<file path="config.mk">
export PLATFORM = sky130hd
export DESIGN_NAME = idwt_haar
export DESIGN_NICKNAME = d
export VERILOG_FILES = /design/src/rtl/idwt_haar_pkg.sv /design/src/rtl/idwt_haar_bfly.sv /design/src/rtl/idwt_haar.sv
export SDC_FILE = /design/constraint.sdc
export NUM_CORES = 1
export LEC_CHECK = 0
export CAP_MARGIN = 20
export CELL_PAD_IN_SITES_DETAIL_PLACEMENT = 1
export CELL_PAD_IN_SITES_GLOBAL_PLACEMENT = 2
export CORE_MARGIN = 2
export CORE_UTILIZATION = 35
export CTS_BUF_LIST = sky130_fd_sc_hd__clkbuf_4 sky130_fd_sc_hd__clkbuf_8
export DETAILED_ROUTE_END_ITERATION = 10
export PLACE_DENSITY = 0.86
export SYNTH_ARGS = -nofsm -noshare
export SYNTH_HDL_FRONTEND = slang
export SYNTH_SLANG_ARGS = --single-unit
</file>
<file path="constraint.sdc">
create_clock -name HCLK -period 9.6 [get_ports HCLK]
set_input_delay 0.96 -clock HCLK [delete_from_list [all_inputs] [get_ports HCLK]]
set_output_delay 0.96 -clock HCLK [all_outputs]
set_load 0.005 [all_outputs]
</file>
<file path="src/rtl/idwt_haar_pkg.sv">
// Shared types and widths for the inverse 2-D Haar reconstruction block.
package idwt_haar_pkg;

   localparam int unsigned PIX_W      = 8;
   localparam int unsigned ROW_W      = 9;
   localparam int unsigned COL_W      = 8;
   localparam int unsigned COEF_W_DEF = 10;
   localparam int unsigned NCH        = 3;

   typedef enum logic [1:0] {
      IDLE  = 2'd0,
      BEAT0 = 2'd1,
      BEAT1 = 2'd2
   } state_t;

endpackage

</file>
<file path="src/rtl/idwt_haar_bfly.sv">
// Signed Haar butterfly: (a,b) -> ((a+b)>>>1, (a-b)>>>1), sums one bit wider than the operands.
module idwt_haar_bfly #(
   parameter int unsigned W = 10
) (
   input  logic signed [W-1:0] a_i,
   input  logic signed [W-1:0] b_i,
   output logic signed [W:0]   sum_o,
   output logic signed [W:0]   dif_o
);

   logic signed [W:0] sum_w;
   logic signed [W:0] dif_w;

   assign sum_w = {a_i[W-1], a_i} + {b_i[W-1], b_i};
   assign dif_w = {a_i[W-1], a_i} - {b_i[W-1], b_i};

   assign sum_o = sum_w >>> 1;
   assign dif_o = dif_w >>> 1;

endmodule

</file>
<file path="src/rtl/idwt_haar.sv">
// Inverse 2-D Haar: one coefficient set in, two pixel-pair beats out (rows r, r+1).
// Build option: define IDWT_SAT_EN to clamp results to [0,255]; otherwise the low 8 bits are kept.
module idwt_haar
   import idwt_haar_pkg::*;
#(
   parameter int unsigned WIDTH  = 20,
   parameter int unsigned HEIGHT = 30,
   parameter int unsigned COEF_W = COEF_W_DEF
) (
   input  logic                HCLK,
   input  logic                HRESETn,
   input  logic                in_valid,
   output logic                in_ready,
   input  logic [COEF_W-1:0]   DATA_R_cA,
   input  logic [COEF_W-1:0]   DATA_G_cA,
   input  logic [COEF_W-1:0]   DATA_B_cA,
   input  logic [COEF_W-1:0]   DATA_R_cH,
   input  logic [COEF_W-1:0]   DATA_G_cH,
   input  logic [COEF_W-1:0]   DATA_B_cH,
   input  logic [COEF_W-1:0]   DATA_R_cV,
   input  logic [COEF_W-1:0]   DATA_G_cV,
   input  logic [COEF_W-1:0]   DATA_B_cV,
   input  logic [COEF_W-1:0]   DATA_R_cD,
   input  logic [COEF_W-1:0]   DATA_G_cD,
   input  logic [COEF_W-1:0]   DATA_B_cD,
   input  logic                out_ready,
   output logic                HSYNC,
   output logic [PIX_W-1:0]    DATA_R_E,
   output logic [PIX_W-1:0]    DATA_G_E,
   output logic [PIX_W-1:0]    DATA_B_E,
   output logic [PIX_W-1:0]    DATA_R_O,
   output logic [PIX_W-1:0]    DATA_G_O,
   output logic [PIX_W-1:0]    DATA_B_O,
   output logic [ROW_W-1:0]    out_row,
   output logic [COL_W-1:0]    out_col,
   output logic                frame_done
);

   localparam int unsigned LW   = COEF_W + 1;
   localparam int unsigned RW   = COEF_W + 2;
   localparam int unsigned RP_W = ROW_W - 1;
   localparam logic [RP_W-1:0]  RP_LAST  = RP_W'(HEIGHT / 2 - 1);
   localparam logic [COL_W-1:0] COL_LAST = COL_W'(WIDTH / 2 - 1);

`ifdef IDWT_SAT_EN
   localparam logic signed [RW-1:0] PIX_MAX = RW'(255);

   function automatic logic [PIX_W-1:0] narrow(input logic signed [RW-1:0] v);
      if (v[RW-1]) return '0;
      if (v > PIX_MAX) return '1;
      return PIX_W'(v);
   endfunction
`else
   function automatic logic [PIX_W-1:0] narrow(input logic signed [RW-1:0] v);
      return PIX_W'(v);
   endfunction
`endif

   state_t            state_q, state_d;
   logic [RP_W-1:0]   rowpair_q, rowpair_d;
   logic [COL_W-1:0]  col_q, col_d;
   logic              frame_done_q, frame_done_d;
   logic              accept_w;

   logic signed [COEF_W-1:0] ca_w [NCH];
   logic signed [COEF_W-1:0] ch_w [NCH];
   logic signed [COEF_W-1:0] cv_w [NCH];
   logic signed [COEF_W-1:0] cd_w [NCH];
   logic signed [LW-1:0]     l0_w [NCH], l1_w [NCH], h0_w [NCH], h1_w [NCH];
   logic signed [LW-1:0]     l0_q [NCH], l1_q [NCH], h0_q [NCH], h1_q [NCH];
   logic signed [LW-1:0]     lsel_w [NCH], hsel_w [NCH];
   logic signed [RW-1:0]     e_w [NCH], o_w [NCH];
   logic [PIX_W-1:0]         e_pix [NCH], o_pix [NCH];

   assign ca_w[0] = DATA_R_cA;
   assign ca_w[1] = DATA_G_cA;
   assign ca_w[2] = DATA_B_cA;
   assign ch_w[0] = DATA_R_cH;
   assign ch_w[1] = DATA_G_cH;
   assign ch_w[2] = DATA_B_cH;
   assign cv_w[0] = DATA_R_cV;
   assign cv_w[1] = DATA_G_cV;
   assign cv_w[2] = DATA_B_cV;
   assign cd_w[0] = DATA_R_cD;
   assign cd_w[1] = DATA_G_cD;
   assign cd_w[2] = DATA_B_cD;

   // Column stage ahead of the holding registers, row stage muxed by beat behind them.
   for (genvar c = 0; c < NCH; c++) begin : g_ch
      idwt_haar_bfly #(.W(COEF_W)) u_col_l (
         .a_i   (ca_w[c]),
         .b_i   (ch_w[c]),
         .sum_o (l0_w[c]),
         .dif_o (l1_w[c])
      );

      idwt_haar_bfly #(.W(COEF_W)) u_col_h (
         .a_i   (cv_w[c]),
         .b_i   (cd_w[c]),
         .sum_o (h0_w[c]),
         .dif_o (h1_w[c])
      );

      assign lsel_w[c] = (state_q == BEAT1) ? l1_q[c] : l0_q[c];
      assign hsel_w[c] = (state_q == BEAT1) ? h1_q[c] : h0_q[c];

      idwt_haar_bfly #(.W(LW)) u_row (
         .a_i   (lsel_w[c]),
         .b_i   (hsel_w[c]),
         .sum_o (e_w[c]),
         .dif_o (o_w[c])
      );

      assign e_pix[c] = narrow(e_w[c]);
      assign o_pix[c] = narrow(o_w[c]);
   end

   // A new set may enter while idle or as the second beat of the held set drains.
   assign in_ready = HRESETn & ((state_q == IDLE) | ((state_q == BEAT1) & out_ready));
   assign accept_w = in_valid & in_ready;

   assign HSYNC      = (state_q != IDLE);
   assign out_row    = {rowpair_q, state_q == BEAT1};
   assign out_col    = col_q;
   assign frame_done = frame_done_q;

   assign DATA_R_E = e_pix[0];
   assign DATA_G_E = e_pix[1];
   assign DATA_B_E = e_pix[2];
   assign DATA_R_O = o_pix[0];
   assign DATA_G_O = o_pix[1];
   assign DATA_B_O = o_pix[2];

   always_comb begin
      state_d      = state_q;
      rowpair_d    = rowpair_q;
      col_d        = col_q;
      frame_done_d = 1'b0;
      case (state_q)
         IDLE: begin
            if (accept_w) state_d = BEAT0;
         end
         BEAT0: begin
            if (out_ready) state_d = BEAT1;
         end
         BEAT1: begin
            if (out_ready) begin
               state_d = in_valid ? BEAT0 : IDLE;
               if (rowpair_q == RP_LAST) begin
                  rowpair_d = '0;
                  if (col_q == COL_LAST) begin
                     col_d        = '0;
                     frame_done_d = 1'b1;
                  end else begin
                     col_d = col_q + COL_W'(1);
                  end
               end else begin
                  rowpair_d = rowpair_q + RP_W'(1);
               end
            end
         end
         default: state_d = IDLE;
      endcase
   end

   always_ff @(posedge HCLK or negedge HRESETn) begin
      if (!HRESETn) begin
         state_q      <= IDLE;
         rowpair_q    <= '0;
         col_q        <= '0;
         frame_done_q <= 1'b0;
         for (int c = 0; c < NCH; c++) begin
            l0_q[c] <= '0;
            l1_q[c] <= '0;
            h0_q[c] <= '0;
            h1_q[c] <= '0;
         end
      end else begin
         state_q      <= state_d;
         rowpair_q    <= rowpair_d;
         col_q        <= col_d;
         frame_done_q <= frame_done_d;
         if (accept_w) begin
            for (int c = 0; c < NCH; c++) begin
               l0_q[c] <= l0_w[c];
               l1_q[c] <= l1_w[c];
               h0_q[c] <= h0_w[c];
               h1_q[c] <= h1_w[c];
            end
         end
      end
   end

endmodule

</file>
== Yosys cells after proc, flatten, opt, wreduce, memory -nomap -nowiden ==
Index checks and enable logic that the tools add are counted.

* Order comparisons: 0
* Reductions and logical operators: 5
* Multiplexer cells: 17
* $add $sub $neg: 20
* Equal/unequal tests: 7
* $mul: 0
* Divide/modulo/power cells: 0
* Shift operators: 0
* Bitwise gates (word level): 4

{| class="wikitable"
|+ Operator list
! cell !! count
|-
| $add 10x10->10 || 6
|-
| $sub 10x10->10 || 6
|-
| $mux 9 || 6
|-
| $add 9x9->9 || 3
|-
| $sub 9x9->9 || 3
|-
| $add 8x1->8 const B || 2
|-
| $eq 8x4->1 const B || 2
|-
| $mux 8 || 2
|-
| $mux 2 || 3
|-
| $ne 2x2->1 const B || 3
|-
| $pmux 2 s3 || 1
|-
| $reduce_and 3->1 || 2
|-
| $mux 1 || 5
|-
| $and 1x1->1 || 3
|-
| $eq 2x1->1 const B || 1
|-
| $eq 2x2->1 const B || 1
|-
| $logic_not 2->1 || 1
|-
| $reduce_and 2->1 || 1
|-
| $reduce_bool 2->1 || 1
|-
| $or 1x1->1 || 1
|}

* Bits in writable memories: 0
* Memories kept: 0
* Register bits: 127
* Bits in read-only memories: 0
* Input bits: 124
* Latch bits: 0

== Logic depth before layout (Yosys ltp) ==
Gate-level depths: netlist (run 1).

* Depth after elaboration: 7
* Mapped depth: 14
* Depth with buffers taken out: 12

== By module ==
Synthesis (run 1) repeated with hierarchy kept, for this count alone.

* Cells, all modules: 1807
* Area total of the unflattened synthesis: 15687.5 um^2

{| class="wikitable"
|+ By module, submodules not included
! module !! cells each !! times used !! area an instance (um^2) !! seq. area each (um^2)
|-
| idwt_haar || 599 || 1 || 6730.2 || 3778.6
|-
| idwt_haar_bfly (g_ch[0].u_row ...) || 140 || 2 || 1027.2 || 0.0
|-
| idwt_haar_bfly (g_ch[2].u_col_h ...) || 129 || 2 || 1012.2 || 0.0
|-
| idwt_haar_bfly (g_ch[0].u_col_h ...) || 131 || 2 || 959.7 || 0.0
|-
| idwt_haar_bfly (g_ch[1].u_col_h ...) || 131 || 2 || 945.9 || 0.0
|-
| idwt_haar_bfly (g_ch[2].u_row) || 146 || 1 || 1067.3 || 0.0
|}

== Worst setup path before layout (run 1) ==
OpenSTA, ideal clock, no wires.

* Path kind: register -> output
* Start: register state_q[0]
* End: output port DATA_B_E[7]
* Data arrival time: 2870 ps
* Stages on the path, launching flop included: 15
* Path buffers: 3
* Path slack: 5770 ps
* Cells stage by stage: dfrtp_1 > nand2b_4 > inv_2 > clkbuf_1 > clkbuf_1 > nand2_1 > nand2_1 > ha_1 > buf_2 > a21o_1 > a21oi_1 > o21ai_1 > or4_1 > o21ai_1 > xnor2_1

* Word-level cells in the longest chain between the ends: 3
* Elaborated cells between the ends (all ways): 4

{| class="wikitable"
|+ Ends and longest elaborated chain
! element !! RTL line !! text
|-
| start: declaration || idwt_haar.sv:59 || <nowiki>state_t state_q, state_d;</nowiki>
|-
| start signal: assignment || idwt_haar.sv:179 || <nowiki>state_q <= state_d;</nowiki>
|-
| $eq 2x2->1 * || - ||
|-
| via out_row[0] || idwt_haar.sv:34 || <nowiki>output logic [ROW_W-1:0] out_row,</nowiki>
|-
| $mux 9 (on tied branches) || idwt_haar.sv:104, idwt_haar.sv:105 ||
|-
| $add 9x9->9 * || idwt_haar_bfly.sv:14 || <nowiki>assign sum_w = {a_i[W-1], a_i} + {b_i[W-1], b_i};</nowiki>
|-
| end: declaration || idwt_haar.sv:30 || <nowiki>output logic [PIX_W-1:0] DATA_B_E,</nowiki>
|}

The timed path passes the listed nets; every way through them passes the cells marked *.

== Worst setup path in the final report (run 1) ==
* Start: register state_q[0]
* End: output port DATA_G_E[6]

* Word-level cells in the longest chain between the ends: 3
* Elaborated cells between the ends (all ways): 4

{| class="wikitable"
|+ Ends and longest elaborated chain
! element !! RTL line !! text
|-
| $eq 2x2->1 * || idwt_haar.sv:104, idwt_haar.sv:105 ||
|-
| $mux 9 (on tied branches) || idwt_haar.sv:104, idwt_haar.sv:105 ||
|-
| $add 9x9->9 * || idwt_haar_bfly.sv:14 ||
|-
| end: declaration || idwt_haar.sv:29 || <nowiki>output logic [PIX_W-1:0] DATA_G_E,</nowiki>
|}

Mark *: on every way between the ends. The rest lies on a longest branch, timed or not.

==> out/results.ini, run 1 <==
[logic_synthesis]
netlist_area_um2 = 12060
synthArstFlopShare_pct = 100.0
synthTopCellsByCount = nand2_1 (273), ha_1 (142), inv_1 (131), dfrtp_1 (127), o21ai_0 (115)
ys_ff_latch = 127
synthCells = 1516
synth_area_leaders = dfrtp_1 (26%), ha_1 (15%), nand2_1 (8.5%), xnor2_1 (6.6%), o21ai_0 (4.8%)
synth-edff-count = 0
yosysUniqueCellTypes = 71
syn_nets = 1800
ys_warn_count = 0
yosysTopAreaCell = dfrtp_1
yosysMostFrequentCell = nand2_1
ys.flop_type = dfrtp_1
synth-seq-area-share_pct = 26.35
synth.top_cell.area_share_pct = 26.35
syn_avg_cell_area_um2 = 7.957

[global_routing]
grt_pass1_wl_um = 59260
antenna_found_initial = 0
first_global_vias = 11360
grt_overflow = 0
grt_max_degree = 102
grtUsageTotal_pct = 20.58

[clock_tree]
cts_root_buffer = clkbuf_8
post_cts_buffers = 0
cts.path.max_buffers = 2
numCtsBuffers = 17
clock-sinks = 127
cts_tree = yes
cts_resized = 0
clk_pin_slew_ns = 0.07
holdBufCountCts = 0
insertion_delay_ns = 0.46
htreeDepth = 4

[die]
start_util_pct = 35.79
core_um2 = 33700
fp.dieW_um = 189.7
rows = 67
die_y_um = 189.7
die_area_um2 = 35970
io_pins = 192

[power]
p_leak_nw = 6.770
comb_power_share_pct = 72.4
vdd_ir_drop_max_mv = 0.4040
netSwitchingFraction_pct = 44.41
power_frac_seq_pct = 18.1
p_sw_w = 0.002329
power_density_nw_per_um2 = 357.9
p_clk_share_pct = 9.6
p_int_w = 0.002915

[sta]
maxSlewViolCount = 0
relSlewSlack_pct = 38.42
tightest_slew_ns = 0.9238
setup_tns_ns = 0
clock_skew_ns = 0.008303
period_share_pct = 58.89
finalSetupViolCount = 0
fmax_mhz = 176.9
grt_setup_unrepaired = false
period_minus_slack_ns = 5.653
final.setup.worst_slack_ns = 3.947
hold_viol = 0

[worst_setup_path]
r2r_end = out_col[7]
cp.depth = 13
reg2reg_from = state_q[0]
cp.arrival_ns = 4.69
worst-path-buf-inv = 4
cpMostUsedCell = mux2i_1
worstPathCellList = nand2b_4 -> inv_2 -> buf_4 -> mux2i_1 -> inv_1 -> ha_1 -> nor2b_1 -> o21ai_0 -> o21ai_1 -> o31ai_2 -> mux2i_1 -> o311ai_0 -> clkdlybuf4s50_1
worst-setup-path-type = reg -> out
cp-start-kind = register
cp_slowest_stage_delay_ns = 0.52
critical-path-top-delay-family = buffers and inverters
cp.required_ns = 8.64
path_max_fanout = 48
r2r_cells = 8
startpoint = state_q[0]
cp-end-kind = output pin
r2r_slack_ns = 6.40
critPathSlowestCell = clkdlybuf4s50_1
worstSetupEndpoint = DATA_G_E[6]

[placed_design]
gp_congestion = 0.8357
portBuffers = 191
post-place-ws_ns = 4.444
place_hpwl_um = 29270

[outcome]
status = completed

[route]
vias = 11030
remaining_drc_errors = 0
ant_nets = 0
wl_um = 36540
wl_per_cell_um = 17.26
first_iter_violations = 412
drtPass1Iterations = 4
viasPerCell = 5.208

[flow_run]
drv_cap = 0

[layout]
fillers = 4097
diodes = 0
area_growth_pct = 21.45
drive_gt1_share_pct = 3.595
fin_nets = 1941

[min_path]
hp-class = reg -> reg

[flip-flops by register name (all words and copies together), names as in the netlist]
signal and flops:
h1_q 27, out_col 8, l0_q 27, rowpair_q 8, h0_q 27, state_q 2
l1_q 27, frame_done 1
[worst min-delay path by stage]
| stage | startpoint | end | depth (start not counted) |
|---|---|---|---|
| 3_3_place_gp | h1_q[4] | h1_q[4] | 2 |
| 4_1_cts | l1_q[18] | l1_q[18] | 2 |
| 3_5_place_dp | l1_q[18] | l1_q[18] | 2 |
| 2_1_floorplan | l1_q[15] | l1_q[15] | 2 |
| 6_report | l1_q[18] | l1_q[18] | 2 |
| 5_1_grt | l0_q[13] | l0_q[13] | 2 |
[cell usage in the layout (no fill, tap or decap), drive strengths merged, types with 22 or more instances in the layout]
master and n:
a31oi 26, nor2 79, o21bai 31, inv 133, dfrtp 127, o21ai 147, nand2 273, clkdlybuf4s50 190
nand2b 22, nor3 30, a21oi 75, a21o 24, ha 142, xor2 36, xnor2 91
[kinds of logic (layout without fill, tap and decap cells)]
logic type | count (synthesis) | after routing | share of synthesized area [%]
and+or+nand+nor | 510 | 510 | 19.35
xor gates and xnor gates | 127 | 127 | 9.221
adders and majority gates | 160 | 160 | 17.72
muxes | 10 | 10 | 0.8713
DFF | 127 | 127 | 26.35
AOI/OAI and AO/OA | 376 | 376 | 19.53
buffers and inverters | 206 | 359 | 6.960
[power groups by stage]
stage                     clock (W)  combinational (W)  sequential, W
after CTS                  0.000513            0.00384       0.000949
final                      0.000501            0.00379       0.000948
after floorplan                   0            0.00207       0.000888
after detailed placement          0            0.00382       0.000958
after global routing       0.000538            0.00418       0.000978
after global placement            0            0.00373       0.000954
[stage by stage]
step                      hold slack [ns]  cells  utilization (%)  total power [W]  cell area [um2]
after floorplan                    0.4484   1516                -         0.002956            12060
after global placement             0.4652   2086            42.23         0.004680            14230
after detailed placement           0.4706   2086            42.23         0.004780            14230
after CTS                          0.4871   2117            43.47         0.005297            14650
after global routing               0.5184   2117            43.47         0.005694            14650
final                              0.4809   2117            43.47         0.005244            14650
[cell type report]
type	instances	area (um2)	area share, %
Timing Repair Buffer	195	1939	13.24
Inverter	133	499.2	3.408
Clock inverter	10	136.4	0.9309
Clock buffer	21	282.8	1.930
Tap cell	448	560.5	3.826
Sequential cell	127	3178	21.69
Multi-Input combinational cell	1183	8054	54.97
[routing by layer]
metal  vias up  GRT usage [%]  share of wire, %  routed length, um
met2       173          35.74                49              17870
li1       5392              -                 -                  -
met5         -              0                 0                  0
met4         0          5.158               1.6                578
met3        29          2.583               2.9               1076
met1      5432          27.13                47              17010
[worst min-delay path, stage by stage (launching register included)]
cell,delay [ns]
dfrtp_1,0.34
nand2_1,0.05
o21ai_0,0.06
Power figures use the tool's default switching activity.
==> run 2: changes to the inputs <==
CORE_UTILIZATION = 33   (was 35)
PLACE_DENSITY = 0.81   (was 0.86)
clock period = 5.6 ns   (was 9.6 ns; I/O delays follow)
==> run 2 against run 1 <==
Net effect: die area increased by 5.9%; clock skew increased by 0.0060 ns; flip-flop and latch count unchanged; non-clock buffer count increased by 2; cell area increased by 0.13%; hold slack got worse by 0.24 ns; sequential share of layout area about the same; highest routed layer unchanged; clock-buffer cell count decreased by 3; first-iteration DRC count increased by 1.7%; critical path depth decreased by 1.
==> out/results.ini, run 2 (synthesis results as in run 1) <==
[outcome]
status = completed

[clock_tree]
holdBufCountCts = 0  ; unchanged
clock-sinks = 127  ; unchanged
numCtsBuffers = 17  ; unchanged
clk_pin_slew_ns = 0.08  ; about the same
htreeDepth = 4  ; unchanged
insertion_delay_ns = 0.45  ; about the same
cts.path.max_buffers = 2  ; unchanged
cts_resized = 0  ; unchanged
post_cts_buffers = 0  ; unchanged
cts_root_buffer = clkbuf_8
cts_tree = yes

[worst_setup_path]
path_max_fanout = 51  ; +6.3%
r2r_cells = 7  ; -1
cp-start-kind = register
r2r_slack_ns = 2.54  ; -3.86 ns
r2r_end = out_col[7]
reg2reg_from = state_q[0]
cp.required_ns = 5.04  ; -3.60 ns
worst-setup-path-type = reg -> out
cp.arrival_ns = 4.44  ; -0.25 ns
cp-end-kind = output pin

[power]
power_w = 0.009081  ; +73%
p_leak_nw = 6.765  ; about the same
vdd_ir_drop_max_mv = 0.2867  ; -29%
power_density_nw_per_um2 = 619.1  ; +73%

[die]
die_y_um = 195.2  ; +2.9%
io_pins = 192  ; unchanged
rows = 70  ; +4.5%
core_um2 = 36260  ; +7.6%
start_util_pct = 33.27  ; -2.5 points
die_area_um2 = 38100  ; +5.9%
fp.dieW_um = 195.2  ; +2.9%

[global_routing]
grtUsageTotal_pct = 20.25  ; -0.33 points
grt_overflow = 0  ; unchanged
first_global_vias = 11310  ; -0.48%
grt_max_degree = 79  ; -23%
grt_pass1_wl_um = 61530  ; +3.8%
antenna_found_initial = 0  ; unchanged

[layout]
diodes = 0  ; unchanged
most-common-layout-cells = nand2_1 (272), clkdlybuf4s50_1 (190), ha_1 (142)
design_area_um2 = 14670  ; +0.13%
drive_gt1_share_pct = 3.708  ; +0.11 points
area_growth_pct = 21.61
layout_commonest_cell = nand2_1
fin_nets = 1943  ; +0.10%

[route]
remaining_drc_errors = 0  ; unchanged
first_iter_violations = 419  ; +1.7%
drtPass1Iterations = 7  ; +3
vias = 10870  ; -1.4%
ant_nets = 0  ; unchanged
wl_um = 37910  ; +3.7%
viasPerCell = 5.079  ; -2.5%
wl_per_cell_um = 17.71  ; +2.6%

[placed_design]
place_hpwl_um = 31400  ; +7.3%
gp_congestion = 0.8681  ; +3.9%
postPlaceCellArea_um2 = 14270  ; +0.27%
portBuffers = 191  ; unchanged

[min_path]
hp-class = in -> async

[sta]
hold_viol = 0  ; unchanged
period_share_pct = 89.34
maxSlewViolCount = 0  ; unchanged
finalSetupViolCount = 0  ; unchanged
grt_setup_unrepaired = false
setup_tns_ns = 0  ; unchanged
clock_skew_ns = 0.01427  ; +0.005967 ns
tightest_slew_ns = 0.9788  ; +0.05506 ns
relSlewSlack_pct = 34.65  ; -3.8 points
period_minus_slack_ns = 5.003
fmax_mhz = 199.9

[flow_run]
drv_cap = 0  ; unchanged

-- run 2: cell count changes in the layout (fill, tap and decap cells not counted), sizes merged --
cell    delta
inv        +4
clkbuf     -3
clkinv     +1
bufinv     -1
buf        +2
-- run 2: critical path: stages (launching register included) --
cell             delay (ns)
dfrtp_1                0.45
nand2b_4               0.29
inv_2                  0.77
mux2i_1                0.38
inv_1                  0.15
ha_1                   0.25
nor2b_1                0.13
o21ai_0                0.20
o31ai_2                0.12
o31a_1                 0.29
mux2_1                 0.32
o221ai_1               0.08
clkdlybuf4s50_1        0.54
-- run 2: worst max path at each step --
stage	from	end	slack (ns)	depth (start not counted)
after global routing	state_q[1]	DATA_R_E[6]	0.24	12
after detailed placement	state_q[0]	DATA_R_E[6]	1.05	12
after CTS	state_q[0]	DATA_R_E[6]	0.54	12
final	state_q[0]	DATA_R_E[6]	0.60	12
after floorplan	state_q[0]	DATA_B_E[7]	2.17	14
after global placement	state_q[0]	DATA_R_E[6]	1.12	12
-- run 2: where the power goes --
part | leakage, nW | total, W | switching [W] | internal (W)
combinational | 5.00 | 0.00661 | 0.00338 | 0.00323
clock | 0.194 | 0.000820 | 0.000413 | 0.000407
sequential | 1.57 | 0.00165 | 0.000332 | 0.00132
-- run 2: through the flow --
step	cells	utilization, %	setup slack [ns]	hold slack (ns)
2_1_floorplan	1516	-	2.170	0.2644
3_3_place_gp	2108	39.35	1.122	0.4628
4_1_cts	2140	40.46	0.5351	0.2553
6_report	2140	40.46	0.5968	0.2419
5_1_grt	2140	40.46	0.2371	0.2799
3_5_place_dp	2108	39.35	1.050	0.4701
-- run 2: cell type report --
class / count / area, um2
Clock buffer: 18 / 241.5
Tap cell: 468 / 585.6
Multi-Input combinational cell: 1183 / 8053
Fill cell: 4412 / 21590
Timing Repair Buffer: 197 / 1954
Inverter: 133 / 499.2
Clock inverter: 14 / 157.7
Sequential cell: 127 / 3178
-- run 2: routing by layer --
layer | vias to the layer above | routed length (um) | GRT usage [%]
met5 | - | 0 | 0
met4 | 0 | 299 | 3.195
met3 | 12 | 766 | 2.263
met2 | 149 | 18980 | 36.38
met1 | 5324 | 17860 | 26.56
li1 | 5385 | - | -
==> run 3: changes to the inputs <==
ABC_CLOCK_PERIOD_IN_PS = 5600   (was not set)
CORE_ASPECT_RATIO = 1.1   (was not set)
==> run 3 against run 2 <==
Net effect: critical path depth is the same; combinational power shrank 1%; sequential share of layout area down 0.14 points; clock skew down 0.0028 ns; via count is 0.21% lower; routed wire length is 1.9% lower; die area is essentially flat; maximum frequency grew 0.29%; utilization up 0.46 points.
==> out/results.ini, run 3 (synthesis results as in run 1) <==
[worst_setup_path]
cp-start-kind = register
reg2reg_from = state_q[0]
cp.arrival_ns = 4.43  ; about the same
cp-end-kind = output pin
r2r_slack_ns = 2.58  ; +0.04 ns
r2r_end = out_col[7]
path_max_fanout = 46  ; -9.8%
cp.required_ns = 5.04  ; about the same
worst-setup-path-type = reg -> out
r2r_cells = 7  ; unchanged

[route]
wl_per_cell_um = 17.21  ; -2.8%
drtPass1Iterations = 6  ; -1
vias = 10850  ; -0.21%
first_iter_violations = 465  ; +11%
wl_um = 37180  ; -1.9%
viasPerCell = 5.022  ; -1.1%
remaining_drc_errors = 0  ; unchanged
ant_nets = 0  ; unchanged

[global_routing]
first_global_vias = 11300  ; -0.035%
grt_max_degree = 119  ; +51%
grt_pass1_wl_um = 59730  ; -2.9%
grtUsageTotal_pct = 20.00  ; -0.25 points
antenna_found_initial = 0  ; unchanged
grt_overflow = 0  ; unchanged

[sta]
setup_tns_ns = 0  ; unchanged
relSlewSlack_pct = 38.96  ; +4.3 points
fmax_mhz = 200.4  ; +0.29%
period_share_pct = 89.09  ; -0.26 points
clock_skew_ns = 0.01144  ; -0.002827 ns
hold_viol = 0  ; unchanged
finalSetupViolCount = 0  ; unchanged
period_minus_slack_ns = 4.989  ; -0.01429 ns
whs_ns = 0.3795  ; +0.1376 ns
grt_setup_unrepaired = false
maxSlewViolCount = 0  ; unchanged
tightest_slew_ns = 0.9155  ; -0.06329 ns

[layout]
fin_cells = 2160  ; +0.93%
area_growth_pct = 22.38
most-common-layout-cells = nand2_1 (272), clkdlybuf4s50_1 (190), ha_1 (142)
drive_gt1_share_pct = 3.768  ; +0.060 points
design_area_um2 = 14760  ; +0.64%
fin_nets = 1943  ; unchanged
multi_input_comb_area_um2 = 8054  ; about the same
seqCellArea_um2 = 3178  ; unchanged
layout_commonest_cell = nand2_1
fillers = 4326  ; -1.9%

[clock_tree]
numCtsBuffers = 17  ; unchanged
clock-sinks = 127  ; unchanged
cts_resized = 0  ; unchanged
insertion_delay_ns = 0.45  ; about the same
clk_pin_slew_ns = 0.08  ; about the same
cts_tree = yes
post_cts_buffers = 0  ; unchanged
cts_root_buffer = clkbuf_8
holdBufCountCts = 0  ; unchanged
cts.path.max_buffers = 2  ; unchanged
htreeDepth = 4  ; unchanged

[placed_design]
dpl.cell_count = 2127  ; +0.90%
portBuffers = 191  ; unchanged
postPlaceCellArea_um2 = 14310  ; +0.26%
gp_congestion = 0.8802  ; +1.4%
place_hpwl_um = 30310  ; -3.5%

[power]
vdd_ir_drop_max_mv = 0.4422  ; +54%
power_frac_seq_pct = 17.9  ; -0.3 points
power_density_nw_per_um2 = 614.5  ; -0.74%
p_sw_w = 0.003987  ; -3.4%
power_w = 0.009071  ; -0.11%
p_clk_share_pct = 10.2  ; +1.2 points
p_leak_nw = 6.809  ; +0.65%
netSwitchingFraction_pct = 43.95  ; -1.5 points
p_int_w = 0.005084  ; +2.6%
comb_power_share_pct = 71.9  ; -0.9 points

[die]
rows = 73  ; +4.3%
die_area_um2 = 38100  ; about the same
core_um2 = 36080  ; -0.50%
start_util_pct = 33.44  ; +0.17 points
fp.dieW_um = 186.3  ; -4.6%
io_pins = 192  ; unchanged
die_y_um = 204.5  ; +4.8%

[min_path]
hp-class = in -> async

[flow_run]
drv_cap = 0  ; unchanged

[outcome]
status = completed

==> run 3: power by group through the flow <==
| stage | sequential, W | combinational (W) | clock (W) |
|---|---|---|---|
| 6_report | 0.00163 | 0.00652 | 0.000922 |
| 4_1_cts | 0.00163 | 0.00660 | 0.000947 |
| 5_1_grt | 0.00168 | 0.00722 | 0.000985 |
| 3_5_place_dp | 0.00165 | 0.00656 | 0 |
| 2_1_floorplan | 0.00152 | 0.00354 | 0 |
| 3_3_place_gp | 0.00164 | 0.00647 | 0 |
==> run 3: per-layer routing <==
| metal | part of all wire, % | GRT usage [%] | up-vias |
|---|---|---|---|
| met1 | 46 | 26.14 | 5220 |
| met3 | 3.6 | 2.436 | 32 |
| met5 | 0 | 0 | - |
| met2 | 49 | 34.93 | 201 |
| li1 | - | - | 5394 |
| met4 | 1.8 | 4.809 | 0 |
==> run 3: how the worst max path moves through the flow <==
stage,startpoint,depth (start not counted),end
2_1_floorplan,state_q[0],14,DATA_B_E[7]
3_3_place_gp,state_q[0],10,DATA_R_O[7]
3_5_place_dp,state_q[0],10,DATA_R_O[7]
4_1_cts,state_q[0],10,DATA_R_O[7]
5_1_grt,state_q[1],12,DATA_G_E[6]
6_report,state_q[0],12,DATA_R_E[6]
==> run 3: final cells by class <==
type,instances,area share [%]
repair buffers,197,13.32
clock buffers,23,2.017
well taps,487,4.127
flip-flops and latches,127,21.53
diodes,1,0.01695
multi-input cells,1183,54.56
clock inverters,9,1.051
inverters,133,3.382
==> run 3: worst max-delay path, cell delays in order, from the launching register on <==
cell and delay, ns:
dfrtp_1 0.45, nand2b_4 0.33, inv_2 0.72, mux2i_1 0.39, inv_1 0.16, ha_1 0.24
nor2b_1 0.13, o21ai_0 0.21, o31ai_2 0.13, o31a_1 0.27, mux2_1 0.32, o221ai_1 0.08
clkdlybuf4s50_1 0.54
==> run 3: metrics by stage <==
| stage | setup slack, ns | util [%] |
|---|---|---|
| after floorplan | 2.170 | - |
| after global placement | 1.214 | 39.66 |
| after detailed placement | 1.062 | 39.66 |
| after CTS | 0.5682 | 40.91 |
| after global routing | 0.3177 | 40.91 |
| final | 0.6111 | 40.92 |
==> RTL edit: new RTL, config.mk and constraints of run 2 <==
Reset style: synchronous (`HRESETn`), changed in one clocked block.
--- a/src/rtl/idwt_haar.sv
+++ b/src/rtl/idwt_haar.sv
@@ -165,3 +165,3 @@
 
-   always_ff @(posedge HCLK or negedge HRESETn) begin
+   always_ff @(posedge HCLK) begin
       if (!HRESETn) begin
Check against the original RTL: differs if HRESETn is asserted again (counterexample within 4 cycles, from zero or initial values and one cycle with HRESETn low); with HRESETn held inactive, the same outputs for 4 cycles.
==> RTL edit against run 2 <==
- critical path depth is 1 lower
- worst setup slack better by 170 ps
- clock skew down 2.7 ps
- register-to-register slack worse by 170 ps
- sequential cell count unchanged
- design area is 1.8% higher
- via count is 2.9% lower
- worst hold slack better by 300 ps
- area after synthesis grew 1.8%
- die area rose by 1.8%
- largest cell class unchanged
- synthesized cell count fell by 6.0%
- routed wire length shrank 3.6%
- critical path type unchanged
- first-iteration DRC count shrank 3.1%
Power is not compared: it rests on default switching activity, and its combinational part moved more than twofold at a synthesized area within 25%.
==> RTL edit: results (changes against run 2) <==
Global routing
  – First-pass GRT wire length: 58200 microns (-5.3%)
  – Number of global-route vias before repair: 10920 (-3.4%)

Yosys
  – Synth cell count leaders: nand2_1 (181), ha_1 (142), nor2_1 (139)
  – Top_reg_cell synth: edfxtp_1
  – Post-synthesis mux area share: 2.44% (+1.6 points)
  – Synth top area cells: edfxtp_1 (26%), ha_1 (14%), nand2_1 (5.5%)
  – Async set-reset flop share out of synthesis: 0% (-100 points)
  – Post-synthesis compound-gate area fraction: 15.8% (-3.8 points)
  – Post-Synth XOR/XNOR Area: 7.84% (-1.4 points)

Status
  – Outcome: finished, final reports clean

Timing
  – Clk_skew: 11.5 ps (-2.73 ps)

Critical path
  – Arr. time, crit path: 4280 ps (-160 ps)
  – Cell family with most CP delay: compound AO/OA/AOI/OAI gates
  – CP max stage delay: 550 ps (-220 ps)
  – Worst R2R End: l1_q[0][19]
  – Crit. Startpoint: state_q[0]
  – CP Capture Point: DATA_R_E[7]
  – Slowest-stage cell, CP: clkdlybuf4s50_1

Layout
  – Multi-input combinational area share: 52.4% (-2.5 points)
  – # fillers: 4309 (-2.3%)
  – CLK BUF: 17 (-1)
  – Bufs w/o clock: 200 (+1.5%)

Routing
  – First-pass DRT Iterations: 4 (-3)
  – DR iter-0 viols: 406 (-3.1%)
  – Via density per instance: 5.14 (+1.2%)

Placement
  – Routability Congestion: 0.882 (+1.6%)
  – Placed inst area: 14500 sq um (+1.9%)

Clock tree
  – Clock transition at the registers of the reported paths: 100 ps (+20 ps)
  – Clock Latency Late Sink: 470 ps (+20 ps)
[RTL edit: cell count changes in the layout (fill, tap and decap cells not counted), moves of 14 or more]
| cell | change |
|---|---|
| o21ai_1 | -27 |
| nand2_1 | -92 |
| o21bai_1 | -15 |
| mux2i_1 | +24 |
| o21ai_0 | -78 |
| dfxtp_1 | +19 |
| nand2b_1 | +14 |
| nor2_1 | +60 |
| a211oi_1 | +16 |
| a221oi_1 | +18 |
| dfrtp_1 | -127 |
| xnor2_1 | -20 |
| edfxtp_1 | +108 |
| a21oi_1 | -26 |
[RTL edit: metal layers]
layer  GRT usage [%]  part of all wire [%]
met1            24.4                    46
met2            34.3                    51
met3            2.45                   2.8
met4            3.26                  0.86
met5               0                     0
[RTL edit: through the flow]
step	cells	hold WS, ps
4_1_cts	2052	546
3_3_place_gp	2020	517
2_1_floorplan	1425	500
5_1_grt	2052	592
3_5_place_dp	2020	533
6_report	2053	540
